## config.mk

```make
export PLATFORM = sky130hd
export DESIGN_NAME = ahb_master
export DESIGN_NICKNAME = d
export VERILOG_FILES = /design/src/rtl/ahb_pkg.sv /design/src/rtl/ahb_master_addr_gen.sv /design/src/rtl/ahb_master.sv
export SDC_FILE = /design/constraint.sdc
export NUM_CORES = 1
export LEC_CHECK = 0
export CAP_MARGIN = 30
export CORE_ASPECT_RATIO = 1.4
export CORE_UTILIZATION = 27
export CTS_CLUSTER_DIAMETER = 60
export DETAILED_ROUTE_END_ITERATION = 8
export GPL_ROUTABILITY_DRIVEN = 0
export SYNTH_ARGS = -nofsm -noshare
export SYNTH_HDL_FRONTEND = slang
export SYNTH_SLANG_ARGS = --single-unit
```

## constraint.sdc

```tcl
create_clock -name hclk -period 3.08 [get_ports hclk]
set_clock_uncertainty 0.15 [all_clocks]
set_input_delay 0.462 -clock hclk [delete_from_list [all_inputs] [get_ports hclk]]
set_output_delay 0.462 -clock hclk [all_outputs]
set_load 0.01 [all_outputs]
```

## src/rtl/ahb_pkg.sv

```systemverilog
// ahb_pkg: shared AHB-Lite encodings and helpers for the bus master.
// Holds the htrans/hburst/hsize/hresp encodings, the master FSM state enum
// and small helpers that map a burst code onto a beat count.
package ahb_pkg;

  typedef enum logic [1:0] {
    HTRANS_IDLE   = 2'b00,
    HTRANS_BUSY   = 2'b01,
    HTRANS_NONSEQ = 2'b10,
    HTRANS_SEQ    = 2'b11
  } htrans_t;

  typedef enum logic [2:0] {
    HBURST_SINGLE = 3'd0,
    HBURST_INCR   = 3'd1,
    HBURST_WRAP4  = 3'd2,
    HBURST_INCR4  = 3'd3,
    HBURST_WRAP8  = 3'd4,
    HBURST_INCR8  = 3'd5,
    HBURST_WRAP16 = 3'd6,
    HBURST_INCR16 = 3'd7
  } hburst_t;

  typedef enum logic [2:0] {
    HSIZE_BYTE  = 3'd0,
    HSIZE_HALF  = 3'd1,
    HSIZE_WORD  = 3'd2,
    HSIZE_DWORD = 3'd3,
    HSIZE_4W    = 3'd4,
    HSIZE_8W    = 3'd5,
    HSIZE_16W   = 3'd6,
    HSIZE_32W   = 3'd7
  } hsize_t;

  typedef enum logic {
    HRESP_OKAY  = 1'b0,
    HRESP_ERROR = 1'b1
  } hresp_t;

  typedef enum logic [1:0] {
    ST_IDLE      = 2'd0,
    ST_ADDR      = 2'd1,
    ST_DATA_LAST = 2'd2,
    ST_ERR_WAIT  = 2'd3
  } mst_state_t;

  // Wide enough to hold a beat count of 16.
  localparam int BEAT_CNT_W = 5;

  // Only the fixed-length incrementing bursts are supported; anything else
  // (INCR, wrapping bursts) is issued as a single transfer.
  function automatic hburst_t burst_normalize(input logic [2:0] code);
    case (code)
      3'd3:    return HBURST_INCR4;
      3'd5:    return HBURST_INCR8;
      3'd7:    return HBURST_INCR16;
      default: return HBURST_SINGLE;
    endcase
  endfunction

  function automatic logic [BEAT_CNT_W-1:0] burst_beats(input hburst_t burst);
    case (burst)
      HBURST_INCR4:  return 5'd4;
      HBURST_INCR8:  return 5'd8;
      HBURST_INCR16: return 5'd16;
      default:       return 5'd1;
    endcase
  endfunction

endpackage

```

## src/rtl/ahb_master_addr_gen.sv

```systemverilog
// ahb_master_addr_gen: burst address register, size-based incrementer and
// remaining-beat counter. load takes a fresh start address and beat count;
// advance steps to the next beat. last is high while the final beat's
// address is being presented.
module ahb_master_addr_gen
  import ahb_pkg::*;
#(
  parameter int ADDR_WIDTH = 32
) (
  input  logic                  hclk,
  input  logic                  hrst_n,
  input  logic                  load,
  input  logic [ADDR_WIDTH-1:0] load_addr,
  input  logic [BEAT_CNT_W-1:0] load_beats,
  input  logic                  advance,
  input  logic [2:0]            size,
  output logic [ADDR_WIDTH-1:0] addr,
  output logic                  last
);

  localparam logic [ADDR_WIDTH-1:0] ADDR_ONE = ADDR_WIDTH'(1);

  logic [ADDR_WIDTH-1:0] addr_q, addr_d;
  logic [BEAT_CNT_W-1:0] beats_q, beats_d;

  // Next address/count: load wins, otherwise step by one transfer size (wraps naturally).
  always_comb begin
    addr_d  = addr_q;
    beats_d = beats_q;
    if (load) begin
      addr_d  = load_addr;
      beats_d = load_beats;
    end else if (advance) begin
      addr_d = addr_q + (ADDR_ONE << size);
      if (beats_q != '0) begin
        beats_d = beats_q - 5'd1;
      end
    end
  end

  // Address and beat counter registers.
  always_ff @(posedge hclk or negedge hrst_n) begin
    if (!hrst_n) begin
      addr_q  <= '0;
      beats_q <= '0;
    end else begin
      addr_q  <= addr_d;
      beats_q <= beats_d;
    end
  end

  assign addr = addr_q;
  assign last = (beats_q == 5'd1);

endmodule

```

## src/rtl/ahb_master.sv

```systemverilog
// ahb_master: AHB-Lite master turning single read/write commands into
// pipelined address/data phases, with write-data gating (BUSY/IDLE insertion),
// wait-state handling and two-cycle ERROR responses.
// Optional build macro AHB_MASTER_ERR_ABORT_EN: when defined, the first ERROR
// cycle cancels the pending address phase and drops the rest of the burst;
// when undefined the burst always runs to completion.
module ahb_master
  import ahb_pkg::*;
#(
  parameter int ADDR_WIDTH = 32,
  parameter int DATA_WIDTH = 32
) (
  input  logic                  hclk,
  input  logic                  hrst_n,
  input  logic                  cmd_valid,
  output logic                  cmd_ready,
  input  logic                  cmd_write,
  input  logic [ADDR_WIDTH-1:0] cmd_addr,
  input  logic [2:0]            cmd_size,
  input  logic [2:0]            cmd_burst,
  input  logic [DATA_WIDTH-1:0] wr_data,
  input  logic                  wr_valid,
  output logic                  wr_ready,
  output logic [DATA_WIDTH-1:0] rd_data,
  output logic                  rd_valid,
  output logic                  done,
  output logic                  err,
  output logic [ADDR_WIDTH-1:0] haddr,
  output logic                  hwrite,
  output logic [2:0]            hsize,
  output logic [2:0]            hburst,
  output logic [1:0]            htrans,
  output logic [DATA_WIDTH-1:0] hwdata,
  input  logic [DATA_WIDTH-1:0] hrdata,
  input  logic                  hready,
  input  logic                  hresp
);

  // Largest size the data bus can carry in one beat.
  localparam logic [2:0] MAX_SIZE = 3'($clog2(DATA_WIDTH / 8));

  mst_state_t            state_q, state_d;
  logic                  write_q, write_d;
  logic [2:0]            size_q, size_d;
  hburst_t               burst_q, burst_d;
  logic                  first_q, first_d;          // next beat is the NONSEQ one
  logic                  hold_q, hold_d;            // active address stalled by hready=0
  logic                  addr_done_q, addr_done_d;  // last address phase accepted
  logic                  dphase_q, dphase_d;        // a data phase is in progress
  logic                  err_sticky_q, err_sticky_d;
  logic [DATA_WIDTH-1:0] hwdata_q, hwdata_d;
  logic [DATA_WIDTH-1:0] rd_data_q, rd_data_d;
  logic                  rd_valid_q, rd_valid_d;
  logic                  done_q, done_d;
  logic                  err_q, err_d;
  logic                  cmd_ready_q, cmd_ready_d;

  logic                  load;
  logic                  last;
  logic                  err_resp;
  logic                  err_first;
  logic                  data_done;
  logic                  addr_en;
  logic                  beat_ready;
  logic                  addr_acc;
  htrans_t               htrans_c;

  ahb_master_addr_gen #(
    .ADDR_WIDTH(ADDR_WIDTH)
  ) u_addr_gen (
    .hclk      (hclk),
    .hrst_n    (hrst_n),
    .load      (load),
    .load_addr (cmd_addr),
    .load_beats(burst_beats(burst_normalize(cmd_burst))),
    .advance   (addr_acc),
    .size      (size_q),
    .addr      (haddr),
    .last      (last)
  );

  // Decide what the address bus shows this cycle and whether it is taken.
  always_comb begin
    err_resp  = dphase_q && (hresp_t'(hresp) == HRESP_ERROR);
    err_first = err_resp && !hready;
    data_done = dphase_q && hready;
`ifdef AHB_MASTER_ERR_ABORT_EN
    // Any ERROR cycle cancels the pending address; ERR_WAIT issues nothing.
    addr_en = (state_q == ST_ADDR) && !err_resp;
`else
    // The burst keeps issuing through the error response.
    addr_en = (state_q == ST_ADDR) || ((state_q == ST_ERR_WAIT) && !addr_done_q);
`endif
    // Once an address is on the bus it stays there even if wr_valid drops.
    beat_ready = !write_q || wr_valid || hold_q;
    addr_acc   = addr_en && beat_ready && hready;
    htrans_c   = HTRANS_IDLE;
    if (addr_en) begin
      if (beat_ready) begin
        htrans_c = first_q ? HTRANS_NONSEQ : HTRANS_SEQ;
      end else begin
        htrans_c = first_q ? HTRANS_IDLE : HTRANS_BUSY;
      end
    end
  end

  // Next-state, command latch, data-path and status pulse computation.
  always_comb begin
    state_d      = state_q;
    write_d      = write_q;
    size_d       = size_q;
    burst_d      = burst_q;
    first_d      = first_q;
    addr_done_d  = addr_done_q;
    err_sticky_d = err_sticky_q;
    hwdata_d     = hwdata_q;
    rd_data_d    = rd_data_q;
    hold_d       = addr_en && beat_ready && !hready;
    dphase_d     = hready ? addr_acc : dphase_q;
    rd_valid_d   = 1'b0;
    done_d       = 1'b0;
    err_d        = 1'b0;
    load         = 1'b0;

    if (addr_acc) begin
      first_d = 1'b0;
      if (write_q) begin
        hwdata_d = wr_data;
      end
      if (last) begin
        addr_done_d = 1'b1;
      end
    end

    if (data_done && !err_resp && !write_q) begin
      rd_valid_d = 1'b1;
      rd_data_d  = hrdata;
    end

    if (err_first) begin
      err_sticky_d = 1'b1;
    end

    case (state_q)
      ST_IDLE: begin
        if (cmd_valid && cmd_ready_q) begin
          load         = 1'b1;
          write_d      = cmd_write;
          size_d       = (cmd_size > MAX_SIZE) ? MAX_SIZE : cmd_size;
          burst_d      = burst_normalize(cmd_burst);
          first_d      = 1'b1;
          addr_done_d  = 1'b0;
          err_sticky_d = 1'b0;
          state_d      = ST_ADDR;
        end
      end
      ST_ADDR: begin
        if (err_first) begin
          state_d = ST_ERR_WAIT;
        end else if (addr_acc && last) begin
          state_d = ST_DATA_LAST;
        end
      end
      ST_DATA_LAST: begin
        if (err_first) begin
          state_d = ST_ERR_WAIT;
        end else if (hready) begin
          state_d = ST_IDLE;
          done_d  = 1'b1;
          err_d   = err_sticky_q || err_resp;
        end
      end
      ST_ERR_WAIT: begin
        if (hready) begin
`ifdef AHB_MASTER_ERR_ABORT_EN
          state_d = ST_IDLE;
          done_d  = 1'b1;
          err_d   = 1'b1;
`else
          if (addr_done_q) begin
            state_d = ST_IDLE;
            done_d  = 1'b1;
            err_d   = 1'b1;
          end else if (addr_acc && last) begin
            state_d = ST_DATA_LAST;
          end else begin
            state_d = ST_ADDR;
          end
`endif
        end
      end
      default: state_d = ST_IDLE;
    endcase

    cmd_ready_d = (state_d == ST_IDLE);
  end

  // State and output registers; reset clears everything, aborting any burst.
  always_ff @(posedge hclk or negedge hrst_n) begin
    if (!hrst_n) begin
      state_q      <= ST_IDLE;
      write_q      <= 1'b0;
      size_q       <= '0;
      burst_q      <= HBURST_SINGLE;
      first_q      <= 1'b0;
      hold_q       <= 1'b0;
      addr_done_q  <= 1'b0;
      dphase_q     <= 1'b0;
      err_sticky_q <= 1'b0;
      hwdata_q     <= '0;
      rd_data_q    <= '0;
      rd_valid_q   <= 1'b0;
      done_q       <= 1'b0;
      err_q        <= 1'b0;
      cmd_ready_q  <= 1'b0;
    end else begin
      state_q      <= state_d;
      write_q      <= write_d;
      size_q       <= size_d;
      burst_q      <= burst_d;
      first_q      <= first_d;
      hold_q       <= hold_d;
      addr_done_q  <= addr_done_d;
      dphase_q     <= dphase_d;
      err_sticky_q <= err_sticky_d;
      hwdata_q     <= hwdata_d;
      rd_data_q    <= rd_data_d;
      rd_valid_q   <= rd_valid_d;
      done_q       <= done_d;
      err_q        <= err_d;
      cmd_ready_q  <= cmd_ready_d;
    end
  end

  assign cmd_ready = cmd_ready_q;
  assign wr_ready  = addr_acc && write_q;
  assign rd_data   = rd_data_q;
  assign rd_valid  = rd_valid_q;
  assign done      = done_q;
  assign err       = err_q;
  assign hwrite    = write_q;
  assign hsize     = size_q;
  assign hburst    = burst_q;
  assign htrans    = htrans_c;
  assign hwdata    = hwdata_q;

endmodule

```

==> impl_metrics.tcl <==
set metrics [dict create \
    overflow 0 \
    drt-initial-drc-count 183 \
    ff2ff_setup_slack_ns 0.23 \
    synth_compound_area_share_pct 10.2 \
    ys_seq_elements 119 \
    switching_power_w 0.00288 \
    crit_path_end_kind "flop" \
    insertion_delay_ns 0.41 \
    timing.rr.start "hsize[1]$_DFFE_PN0P_" \
    synth.largest_area_cell "dfrtp_1" \
    area_delta_synth_final_pct 57.1 \
    drc 0 \
    dr.pass1.iters 4 \
    power_frac_seq_pct 33.4 \
    clkPwrFrac_pct 23.9 \
    status "complete, no violations" \
    fin_nets 855 \
    grt_pass1_wl_um 25400 \
    synth.area.mux_share_pct 13.2 \
    reg2reg_to "u_addr_gen.addr[31]$_DFFE_PN0P_" \
    switching_share_pct 33.3 \
    p_comb_share_pct 42.7 \
    p_leak_nw 3.62 \
    startpoint "hsize[1]$_DFFE_PN0P_" \
    syn_nets 625 \
    setup_violations 0 \
    via_count 4689 \
    die_h_um 173 \
    synth_area_leaders "dfrtp_1 53%, mux2_2 13%, nand2_1 3.9%, o21ai_0 3.0%, ha_1 2.5%" \
    worst-path-max-fanout 13 \
    wl_per_cell_um 16.1 \
    synth-xor-area-share_pct 3.43 \
    rsz0062_at_grt "no" \
    fmax_ghz 0.351 \
    vias_per_cell 4.67 \
    clk_pin_slew_ns 0.06 \
    crit_type "reg2reg" \
    powerDensity_nw_per_um2 983 \
    grt.total_usage_pct 15.5 \
    avgSynthCellArea_um2 11.1 \
    synth-adder-area-share_pct 2.81 \
    synth_top_family_by_area "simple AND/OR/NAND/NOR gates" \
    core_area_um2 20500 \
    crit_end "u_addr_gen.addr[31]$_DFFE_PN0P_" \
    grt_pass1_vias 4773 \
    synth_top_area_share_pct 53.0 \
    cts_made_buffers 17 \
    synth_edf_count 0 \
    grt_antenna_before_repair 1 \
    yosys_warnings 0 \
    drt_wl_total_um 16100 \
    timing.hold.ws_ns 0.300 \
    hold_class "in2async" \
    tightest_slew_ns 0.552 \
    worstPathRequired_ns 3.23 \
    grt_max_degree 64 \
    tritoncts "done" \
    synthSimpleGateAreaFrac_pct 14.8 \
    mostFrequentLayoutCells "217 x clkdlybuf4s50_1, 119 x dfrtp_1, 64 x mux2_2" \
    rr_worst_depth 10 \
    ys_seq_area_share_pct 53.0 \
    yosys_most_used_dff "dfrtp_1" \
    slew_headroom_pct 63.2 \
    numClockSinks 119 \
    arrival_ns 2.99 \
    synth_cell_type_count 51 \
    hold_viol 0 \
    drive_gt1_share_pct 17.5 \
    syn_area_um2 5620 \
    hpwl_um 11800 \
    vdd_drop_max_mv 0.399 \
    postCtsSetupBuffers 0 \
    die_x_um 124 \
    port_buffers 218 \
    start_kind "flop" \
    tns_ns 0 \
    maxCapViolCount 0 \
    finalCriticalPeriod_ns 2.85 \
    period_share_pct 92.4 \
    syn-instance-count 504 \
    layout_commonest_cell "clkdlybuf4s50_1" \
    p_int_w 0.00578 \
    ant_nets 0 \
    clockBufferDepth 2 \
    async_flop_share_pct 100 \
    ios 219 \
    root_buffer "clkbuf_16" \
    die-area_um2 21400 \
    num_rows 62 \
    start_util_pct 27.4 \
    slew_viol_final 0 \
    cts-htree-levels 4 \
]
[critical path, cell delays in order (launching register included)]
cell and delay [ns]:
dfrtp_1 0.39, buf_4 0.17, and3b_1 0.18, ha_1 0.33
o21ai_1 0.11, o21ai_0 0.35, a2111oi_2 0.13, buf_4 0.21
nor4_1 0.41, mux2i_1 0.23, nand2_1 0.06
[timing repair]
| action | 4_1_cts | 5_1_grt |
|---|---|---|
| hold endpoints to repair | 13 | 0 |
| hold buffers | 1 | 0 |
| gates resized for setup | 0 | 3 |
| setup endpoints to repair | 0 | 11 |
[cell families (layout without fill, tap and decap cells)]
| kind of cell | count (synthesis) | count (layout) |
|---|---|---|
| AND/OR/NAND/NOR | 160 | 160 |
| flip-flops | 119 | 119 |
| AO/OA/AOI/OAI | 91 | 91 |
| multiplexers | 66 | 66 |
| buffers and inverters | 34 | 277 |
| XOR/XNOR | 22 | 22 |
| adder cells (fa/ha/maj) | 12 | 12 |
| other | 0 | 1 |
[power by group through the flow]
stage                     sequential (W)  combinational (W)  clock, W
after floorplan                  0.00313            0.00146         0
after global placement           0.00290            0.00369         0
after detailed placement         0.00291            0.00373         0
after CTS                        0.00290            0.00375   0.00215
after global routing             0.00302            0.00406   0.00220
final                            0.00289            0.00370   0.00207
[registers in the layout, summed over array words and instances (netlist names), 2 cells and up]
signal,flops
hburst,3
state_q,2
hwdata,32
hsize,3
u_addr_gen.beats_q,5
rd_data,32
u_addr_gen.addr,32
[synth_stat cells, drive strengths merged, types with 4 or more instances]
cell type  count
a21o           5
a21oi         21
a31oi          7
and2           6
and3           8
buf            9
clkbuf        18
dfrtp        119
ha            11
inv            7
mux2          64
nand2         59
nand3         10
nand4         10
nor2          30
nor3           8
nor4           5
nor4b          5
o2111ai        4
o211ai         5
o21ai         34
xnor2         11
xor2          11
[stage by stage]
step                instance area (um^2)  setup WS (ns)  cells  utilization [%]  power, W
floorplan                           5620          0.127    504                -   0.00458
global placement                    8180         0.0988    970             39.9   0.00660
detailed placement                  8180         0.0589    970             39.9   0.00664
CTS                                 8810         0.0162   1003             43.0   0.00879
global route                        8820         0.0170   1004             43.1   0.00928
finish                              8820          0.235   1004             43.1   0.00867
[per-layer routing]
layer | GRT usage [%] | vias up | routed length (um)
met5 | 0 | - | 0
met1 | 18.8 | 2251 | 6830
li1 | - | 2271 | -
met2 | 26.4 | 154 | 8130
met4 | 5.87 | 0 | 235
met3 | 3.46 | 13 | 943
[how the worst min path moves through the flow]
stage / start / endpoint / slack (ns)
after floorplan: hrst_n / addr_done_q$_DFF_PN0_ / 0.02
after global placement: hrst_n / rd_data[23]$_DFFE_PN0P_ / 0.19
after detailed placement: hrst_n / rd_data[23]$_DFFE_PN0P_ / 0.19
after CTS: hrst_n / hwdata[2]$_DFFE_PN0P_ / 0.28
after global routing: hrst_n / hwdata[2]$_DFFE_PN0P_ / 0.29
final: hrst_n / hwdata[2]$_DFFE_PN0P_ / 0.30
[cell type report]
type	count	area [um^2]
clock inverters	15	193
clock buffers	17	425
multi-input cells	351	2520
repair buffers	238	2360
inverters	7	26.3
diodes	1	2.50
well taps	256	320
flip-flops and latches	119	2980
fillers	2008	11700
No activity file was read; power rests on OpenSTA's default activity.
